===== src/rtl/button_event_decoder.sv =====
// +-----------------------------------------------------------------------------+
// | Module      : button_event_decoder                                          |
// | Description : Turns a debounced active-low button level into single-cycle  |
// |               press/release/short/long/repeat pulses plus a held level.     |
// | Revision    : 1.0 - initial release                                         |
// +-----------------------------------------------------------------------------+
`default_nettype none

module button_event_decoder #(
  parameter int unsigned LONG_CYCLES   = 25_000_000,
  parameter int unsigned REPEAT_CYCLES = 5_000_000,
  parameter bit          REPEAT_EN     = 1'b1,
  parameter int unsigned CNT_W         = 25
) (
  input  logic clk,
  input  logic reset,
  input  logic btn_n,
  output logic press_pulse,
  output logic release_pulse,
  output logic short_press,
  output logic long_press,
  output logic repeat_pulse,
  output logic held
);

  localparam logic [CNT_W-1:0] c_LONG_LAST   = CNT_W'(LONG_CYCLES - 1);
  localparam logic [CNT_W-1:0] c_REPEAT_LAST = CNT_W'(REPEAT_CYCLES - 1);

  typedef enum logic [1:0] {
    ST_WAIT_REL = 2'd0,
    ST_IDLE     = 2'd1,
    ST_PRESSED  = 2'd2,
    ST_LONG     = 2'd3
  } state_t;

  state_t           r_state;
  state_t           w_state_nxt;
  logic [CNT_W-1:0] r_cnt;
  logic [CNT_W-1:0] w_cnt_nxt;
  logic             w_press;
  logic             w_release;
  logic             w_short;
  logic             w_long;
  logic             w_repeat;

  always_ff @(posedge clk) begin
    if (reset) begin
      r_state       <= ST_WAIT_REL;
      r_cnt         <= '0;
      press_pulse   <= 1'b0;
      release_pulse <= 1'b0;
      short_press   <= 1'b0;
      long_press    <= 1'b0;
      repeat_pulse  <= 1'b0;
      held          <= 1'b0;
    end else begin
      r_state       <= w_state_nxt;
      r_cnt         <= w_cnt_nxt;
      press_pulse   <= w_press;
      release_pulse <= w_release;
      short_press   <= w_short;
      long_press    <= w_long;
      repeat_pulse  <= w_repeat;
      held          <= (w_state_nxt == ST_PRESSED) || (w_state_nxt == ST_LONG);
    end
  end

  // Release is tested before the threshold compare so it always wins.
  always_comb begin
    w_state_nxt = r_state;
    w_cnt_nxt   = r_cnt;
    w_press     = 1'b0;
    w_release   = 1'b0;
    w_short     = 1'b0;
    w_long      = 1'b0;
    w_repeat    = 1'b0;
    case (r_state)
      ST_WAIT_REL: begin
        if (btn_n) begin
          w_state_nxt = ST_IDLE;
          w_cnt_nxt   = '0;
        end
      end
      ST_IDLE: begin
        if (!btn_n) begin
          w_state_nxt = ST_PRESSED;
          w_cnt_nxt   = '0;
          w_press     = 1'b1;
        end
      end
      ST_PRESSED: begin
        if (btn_n) begin
          w_state_nxt = ST_IDLE;
          w_cnt_nxt   = '0;
          w_release   = 1'b1;
          w_short     = 1'b1;
        end else if (r_cnt == c_LONG_LAST) begin
          w_state_nxt = ST_LONG;
          w_cnt_nxt   = '0;
          w_long      = 1'b1;
        end else begin
          w_cnt_nxt = r_cnt + CNT_W'(1);
        end
      end
      ST_LONG: begin
        if (btn_n) begin
          w_state_nxt = ST_IDLE;
          w_cnt_nxt   = '0;
          w_release   = 1'b1;
        end else if (!REPEAT_EN) begin
          w_cnt_nxt = '0;
        end else if (r_cnt == c_REPEAT_LAST) begin
          w_cnt_nxt = '0;
          w_repeat  = 1'b1;
        end else begin
          w_cnt_nxt = r_cnt + CNT_W'(1);
        end
      end
      default: begin
        w_state_nxt = ST_WAIT_REL;
        w_cnt_nxt   = '0;
      end
    endcase
  end

endmodule

`default_nettype wire


===== config.mk =====
export PLATFORM = sky130hd
export DESIGN_NAME = button_event_decoder
export DESIGN_NICKNAME = d
export VERILOG_FILES = /design/src/rtl/button_event_decoder.sv
export SDC_FILE = /design/constraint.sdc
export NUM_CORES = 1
export LEC_CHECK = 0
export CAP_MARGIN = 25
export CELL_PAD_IN_SITES_DETAIL_PLACEMENT = 0
export CELL_PAD_IN_SITES_GLOBAL_PLACEMENT = 1
export CORE_ASPECT_RATIO = 1.75
export CORE_MARGIN = 8
export CORE_UTILIZATION = 37
export DETAILED_ROUTE_END_ITERATION = 8
export GPL_TIMING_DRIVEN = 0
export PLACE_DENSITY = 0.72
export SYNTH_ARGS = -nofsm -noshare
export SYNTH_HDL_FRONTEND = slang
export SYNTH_SLANG_ARGS = --single-unit

===== constraint.sdc =====
create_clock -name clk -period 3.55 [get_ports clk]
set_input_delay 0.71 -clock clk [delete_from_list [all_inputs] [get_ports clk]]
set_output_delay 0.71 -clock clk [all_outputs]
set_load 0.05 [all_outputs]

==> results of run 1 <==
-- worst max path at each step --
stage	end	slack [ns]	cells after the start
final	r_cnt[22]	1.05	8
after global routing	r_cnt[22]	0.69	8
after CTS	r_cnt[22]	1.01	8
after detailed placement	r_cnt[22]	0.91	7
after global placement	r_cnt[22]	0.98	7
after floorplan	r_cnt[22]	1.18	8
-- cell type report --
cell class	count	area (µm²)	share of cell area
inverters	4	15.0	0.00780
repair buffers	7	70.1	0.0364
plain buffers	5	51.3	0.0267
well taps	51	63.8	0.0332
multi-input cells	150	987	0.513
flip-flops and latches	32	641	0.333
clock buffers	7	96.3	0.0501
-- cells by family after synthesis --
logic type / Yosys count / share of synthesized area
mux: 3 / 0.0185
fa+ha+maj: 6 / 0.0443
simple gates: 105 / 0.326
flops: 32 / 0.378
buf+inv: 9 / 0.0391
compound gates: 22 / 0.121
xor+xnor: 14 / 0.0724
-- critical path, stage by stage (launching register included) --
cell	delay [ns]
dfxtp_1	0.40
inv_1	0.13
ha_1	0.24
mux2i_1	0.48
nand3_1	0.18
nor3_1	0.54
nand4_1	0.19
xor2_1	0.18
nor2_1	0.05
-- routing by layer --
layer	share of wire	wire [µm]
met5	0	0
met4	0.014	55
met3	0.032	123
met2	0.56	2140
met1	0.40	1540
-- report_power, final --
group / internal (mW) / switching [mW] / leakage [nW]
Combinational: 0.0360 / 0.0670 / 0.363
Sequential: 0.364 / 0.00468 / 0.258
Clock: 0.172 / 0.124 / 0.0503
-- cell usage after synthesis, types with 2 or more instances --
| master | number | area [µm²] |
|---|---|---|
| or4_4 | 2 | 22.5 |
| buf_4 | 2 | 15.0 |
| nand3_1 | 19 | 95.1 |
| xor2_1 | 11 | 96.3 |
| ha_1 | 6 | 75.1 |
| mux2i_1 | 2 | 20.0 |
| and3_1 | 2 | 12.5 |
| nand2_1 | 24 | 90.1 |
| nand4_1 | 7 | 43.8 |
| nor2_1 | 21 | 78.8 |
| o311ai_4 | 2 | 52.6 |
| nor3_1 | 11 | 55.1 |
| and4_1 | 2 | 17.5 |
| a22oi_1 | 5 | 37.5 |
| a21oi_1 | 6 | 30.0 |
| dfxtp_1 | 32 | 641 |
| nand3b_1 | 2 | 15.0 |
| or4b_2 | 2 | 20.0 |
| or3_1 | 2 | 12.5 |
| buf_6 | 2 | 22.5 |
| xnor2_1 | 3 | 26.3 |
| inv_1 | 4 | 15.0 |
| nor4_1 | 2 | 12.5 |
| o21ai_0 | 3 | 15.0 |
-- registers in the layout (all words and copies together), names as in the netlist --
signal	cells
r_cnt	25
held	1
r_state	1
repeat_pulse	1
press_pulse	1
short_press	1
long_press	1
release_pulse	1
-- layout by cell type (no fill, tap or decap), types with 6 or more instances in the layout --
master and count:
clkbuf_8 8, dfxtp_1 32, nor3_1 11, xor2_1 11, nand3_1 19, ha_1 6, a21oi_1 6, nand2_1 24
clkdlybuf4s50_1 7, nor2_1 21, nand4_1 7
==> results.sh, run 1 <==
export IMPL_die_h_um=106
export IMPL_final_setup_viol_count=0
export IMPL_p_per_area_nw_per_um2=399
export IMPL_syn_area_per_cell_um2=8.87
export IMPL_reg2reg_from="held"
export IMPL_period_share=0.705
export IMPL_reg2reg_depth=8
export IMPL_num_antenna_cells=0
export IMPL_syn_inst=191
export IMPL_grt_pass1_vias=1440
export IMPL_grt_util_met3=0.0329
export IMPL_cts_setup_buffers=0
export IMPL_finClkSkew_ns=0.00705
export IMPL_grt_overflow_total=0
export IMPL_worstMarginPinSlew_ns=0.656
export IMPL_gp_congestion=0.830
export IMPL_critPathLaunchType="flop"
export IMPL_syn2layout_area_growth_pct=13.6
export IMPL_timing_worst_setup_path_type="reg -> reg"
export IMPL_wl_um=3860
export IMPL_grt_pass1_wl_um=6540
export IMPL_hold_buffers=0
export IMPL_slew_viol_final=0
export IMPL_rsz0062_at_grt="no"
export IMPL_total_power_mw=0.769
export IMPL_place_ws_ns=0.910
export IMPL_wire_per_inst_um=15.1
export IMPL_r2r_end="r_cnt[22]"
export IMPL_grt_util_met1=0.121
export IMPL_whs_path_depth=2
export IMPL_netlist_area_um2=1690
export IMPL_dp_hpwl_um=3020
export IMPL_drc=0
export IMPL_clk_path_buf_depth=2
export IMPL_htree_levels=2
export IMPL_final_area_um2=1920
export IMPL_start_util=0.385
export IMPL_maxSlewHeadroom=0.559
export IMPL_async_flop_share=0
export IMPL_dp_cells=249
export IMPL_drive_gt1_frac=0.137
export IMPL_reg2reg_slack_ns=1.05
export IMPL_p_leak_nw=0.672
export IMPL_fin_util=0.437
export IMPL_cp_startpoint="held"
export IMPL_port_buffers=7
export IMPL_cp_required_ns=3.72
export IMPL_crit_arrival_ns=2.67
export IMPL_finalNonFillerCells=256
export IMPL_synth_seq_cells=32
export IMPL_die_w_um=67.2
export IMPL_cap_violations=0
export IMPL_fin_tns_setup_ns=0
export IMPL_cts_tree="yes"
export IMPL_ant_nets=0
export IMPL_holdPathEnd="r_cnt[1]"
export IMPL_clock_latency_ns=0.28
export IMPL_fin_nets=214
export IMPL_hold_class="reg -> reg"
export IMPL_synth_nets=200
export IMPL_num_rows=32
export IMPL_cts_sinks=32
export IMPL_cts_buffers=5
export IMPL_clk_pin_slew_worst_paths_ns=0.07
export IMPL_grt_antenna_before_repair=0
export IMPL_post_cts_resized=0
export IMPL_outcome="finished clean"
export IMPL_cp_max_fo=6
export IMPL_dpl_instance_area_um2=1830
export IMPL_synth_cell_types=41
export IMPL_hold_violations=0
export IMPL_timing_hold_ws_ns=0.511
export IMPL_fmax_mhz=400
export IMPL_synth_edf_count=0
export IMPL_endpoint_kind="flop"
export IMPL_vias_per_cell=5.54
export IMPL_min_from="r_cnt[1]"
export IMPL_drtIter0Drc=59
export IMPL_vias=1417
export IMPL_grt_max_degree=11
export IMPL_io_pins=9
export IMPL_met2_usage=0.213
export IMPL_top_usage_layer="met2"
export IMPL_synthFlopType="dfxtp_1"
export IMPL_grt_usage=0.117
export IMPL_ir_worst_vdd_uv=277
export IMPL_fin_crit_ns=2.50
export IMPL_yosys_warnings=0
export IMPL_fin_ws_ns=1.05
export IMPL_first_pass_iters=4
export IMPL_root_buffer="clkbuf_8"
export IMPL_fillers=472
export IMPL_core_area_um2=4400
export IMPL_yosysSeqAreaShare=0.378
export IMPL_die_area_um2=7090
Note: power is estimated with default switching activity, not from simulation.
==> run 2: changes to the inputs <==
PLACE_DENSITY = 0.75   (was 0.72)
clock period = 2 ns   (was 3.55 ns; I/O delays follow)
==> results.sh, run 2 (synthesized netlist as in run 1, its figures left out) <==
export IMPL_cp_required_ns=2.24
export IMPL_fmax_mhz=504
export IMPL_grt_pass1_vias=1390
export IMPL_grt_antenna_before_repair=0
export IMPL_worstPathCellList="ha_4 > and3_4 > nand4b_4 > o311ai_4 > buf_4 > a21oi_4 > or4b_4 > nand3_2"
export IMPL_slew_viol_final=0
export IMPL_cts_buffers=5
export IMPL_cp_buffers_inverters=1
export IMPL_ff_latch_area_um2=676
export IMPL_total_power_mw=1.52
export IMPL_p_leak_nw=0.853
export IMPL_regMostFlops="r_cnt"
export IMPL_outcome="finished clean"
export IMPL_mostFrequentLayoutCell="nand2_1"
export IMPL_worstMarginPinSlew_ns=0.713
export IMPL_crit_arrival_ns=2.22
export IMPL_gp_congestion=0.778
export IMPL_die_area_um2=7090
export IMPL_cts_tree="yes"
export IMPL_port_buffers=7
export IMPL_num_antenna_cells=0
export IMPL_wire_per_inst_um=15.3
export IMPL_drc=0
export IMPL_endpoint_kind="flop"
export IMPL_cpPeakStageDelay_ns=0.49
export IMPL_vias=1495
export IMPL_cpMaxStageDelayCell="or4b_4"
export IMPL_cap_violations=0
export IMPL_timing_worst_setup_path_type="reg -> reg"
export IMPL_vias_per_cell=5.44
export IMPL_grt_overflow_total=0
export IMPL_io_pins=9
export IMPL_ant_nets=0
export IMPL_fillers=438
export IMPL_p_per_area_nw_per_um2=668
export IMPL_dp_hpwl_um=2940
export IMPL_finalNonFillerCells=275
export IMPL_final_cell_mix="24 x nand2_1, 20 x dfxtp_1, 16 x nand3_1"
export IMPL_grt_usage=0.122
export IMPL_clock_latency_ns=0.29
export IMPL_path_delay_family="simple AND/OR/NAND/NOR gates"
export IMPL_dp_cells=249
export IMPL_drive_gt1_frac=0.371
export IMPL_largest_reg_flops=25
export IMPL_die_h_um=106
export IMPL_root_buffer="clkbuf_8"
export IMPL_fin_nets=232
export IMPL_syn2layout_area_growth_pct=34.6
export IMPL_grt_pass1_wl_um=6670
export IMPL_maxSlewHeadroom=0.523
export IMPL_num_rows=32
export IMPL_first_pass_iters=6
export IMPL_htree_levels=2
export IMPL_hold_violations=0
export IMPL_die_w_um=67.2
export IMPL_critPathLaunchType="flop"
export IMPL_clk_path_buf_depth=2
export IMPL_hold_class="in -> reg"
export IMPL_fin_util=0.518
export IMPL_final_setup_viol_count=0
export IMPL_fin_tns_setup_ns=0
export IMPL_clk_pin_slew_worst_paths_ns=0.08
export IMPL_ir_worst_vdd_uv=489
export IMPL_finClkSkew_ns=0.0102
export IMPL_cp_max_fo=4
export IMPL_multiInputGateArea_um2=1140
export IMPL_start_util=0.385
export IMPL_cts_sinks=32
export IMPL_core_area_um2=4400
export IMPL_wl_um=4220
export IMPL_hold_buffers=0
export IMPL_grt_max_degree=12
export IMPL_rsz0062_at_grt="yes"
export IMPL_fin_crit_ns=1.98
export IMPL_drtIter0Drc=60
export IMPL_period_share=0.992
-- run 2: cell count changes in the layout (fill, tap and decap cells not counted), sizes merged --
| cell | before | now |
|---|---|---|
| buf | 4 | 22 |
| bufinv | 0 | 1 |
| clkbuf | 8 | 6 |
| clkinv | 0 | 1 |
| inv | 4 | 5 |
-- run 2: layer usage --
layer	share of wire	global-route usage
met1	0.38	0.120
met4	0.017	0.0617
met3	0.031	0.0286
met2	0.57	0.223
met5	0	0
-- run 2: metrics by stage --
stage	hold slack [ns]	setup slack [ns]	instance area (µm²)
2_1_floorplan	0.460	0.0114	1720
3_3_place_gp	0.484	-0.304	1850
3_5_place_dp	0.489	-0.377	1850
4_1_cts	0.364	-0.0839	2090
5_1_grt	0.365	-0.0815	2280
6_report	0.364	0.0160	2280
-- run 2: worst register-to-register path, stage by stage, from the launching register on --
cell and delay [ns]:
dfxtp_4 0.36, ha_4 0.16, and3_4 0.19, nand4b_4 0.14, o311ai_4 0.14, buf_4 0.18, a21oi_4 0.21, or4b_4 0.49
nand3_2 0.07
-- run 2: final cells by class --
class,instances,share of cell area
Sequential cell,32,0.296
Multi-Input combinational cell,150,0.500
Clock buffer,5,0.0302
Inverter,4,0.00658
Tap cell,51,0.0280
Buffer,4,0.0192
Clock inverter,3,0.0181
Timing Repair Buffer,26,0.101
-- run 2: final timing paths --
| path | start | end | slack (ns) | cells past startpoint |
|---|---|---|---|---|
| hold reg to reg | r_cnt[1] | r_cnt[1] | 0.50 | 2 |
| setup / recovery | r_cnt[1] | r_cnt[13] | 0.02 | 8 |
| hold / removal | btn_n | long_press | 0.36 | 2 |
| setup reg to reg | r_cnt[1] | r_cnt[13] | 0.02 | 8 |
-- run 2: timing repair --
| item | 4_1_cts | 5_1_grt |
|---|---|---|
| pin swaps | 20 | 20 |
| buffers inserted | 6 | 12 |
| endpoints found under the setup margin | 23 | 26 |
| gates cloned | 1 | 0 |
| hold endpoints to repair | 0 | 0 |
| gates resized for setup | 22 | 34 |
-- run 2: power by group --
part	internal (mW)	switching (mW)	total [mW]
clock	0.370	0.263	0.632
sequential	0.637	0.00881	0.646
combinational	0.101	0.144	0.245
total	1.11	0.416	1.52
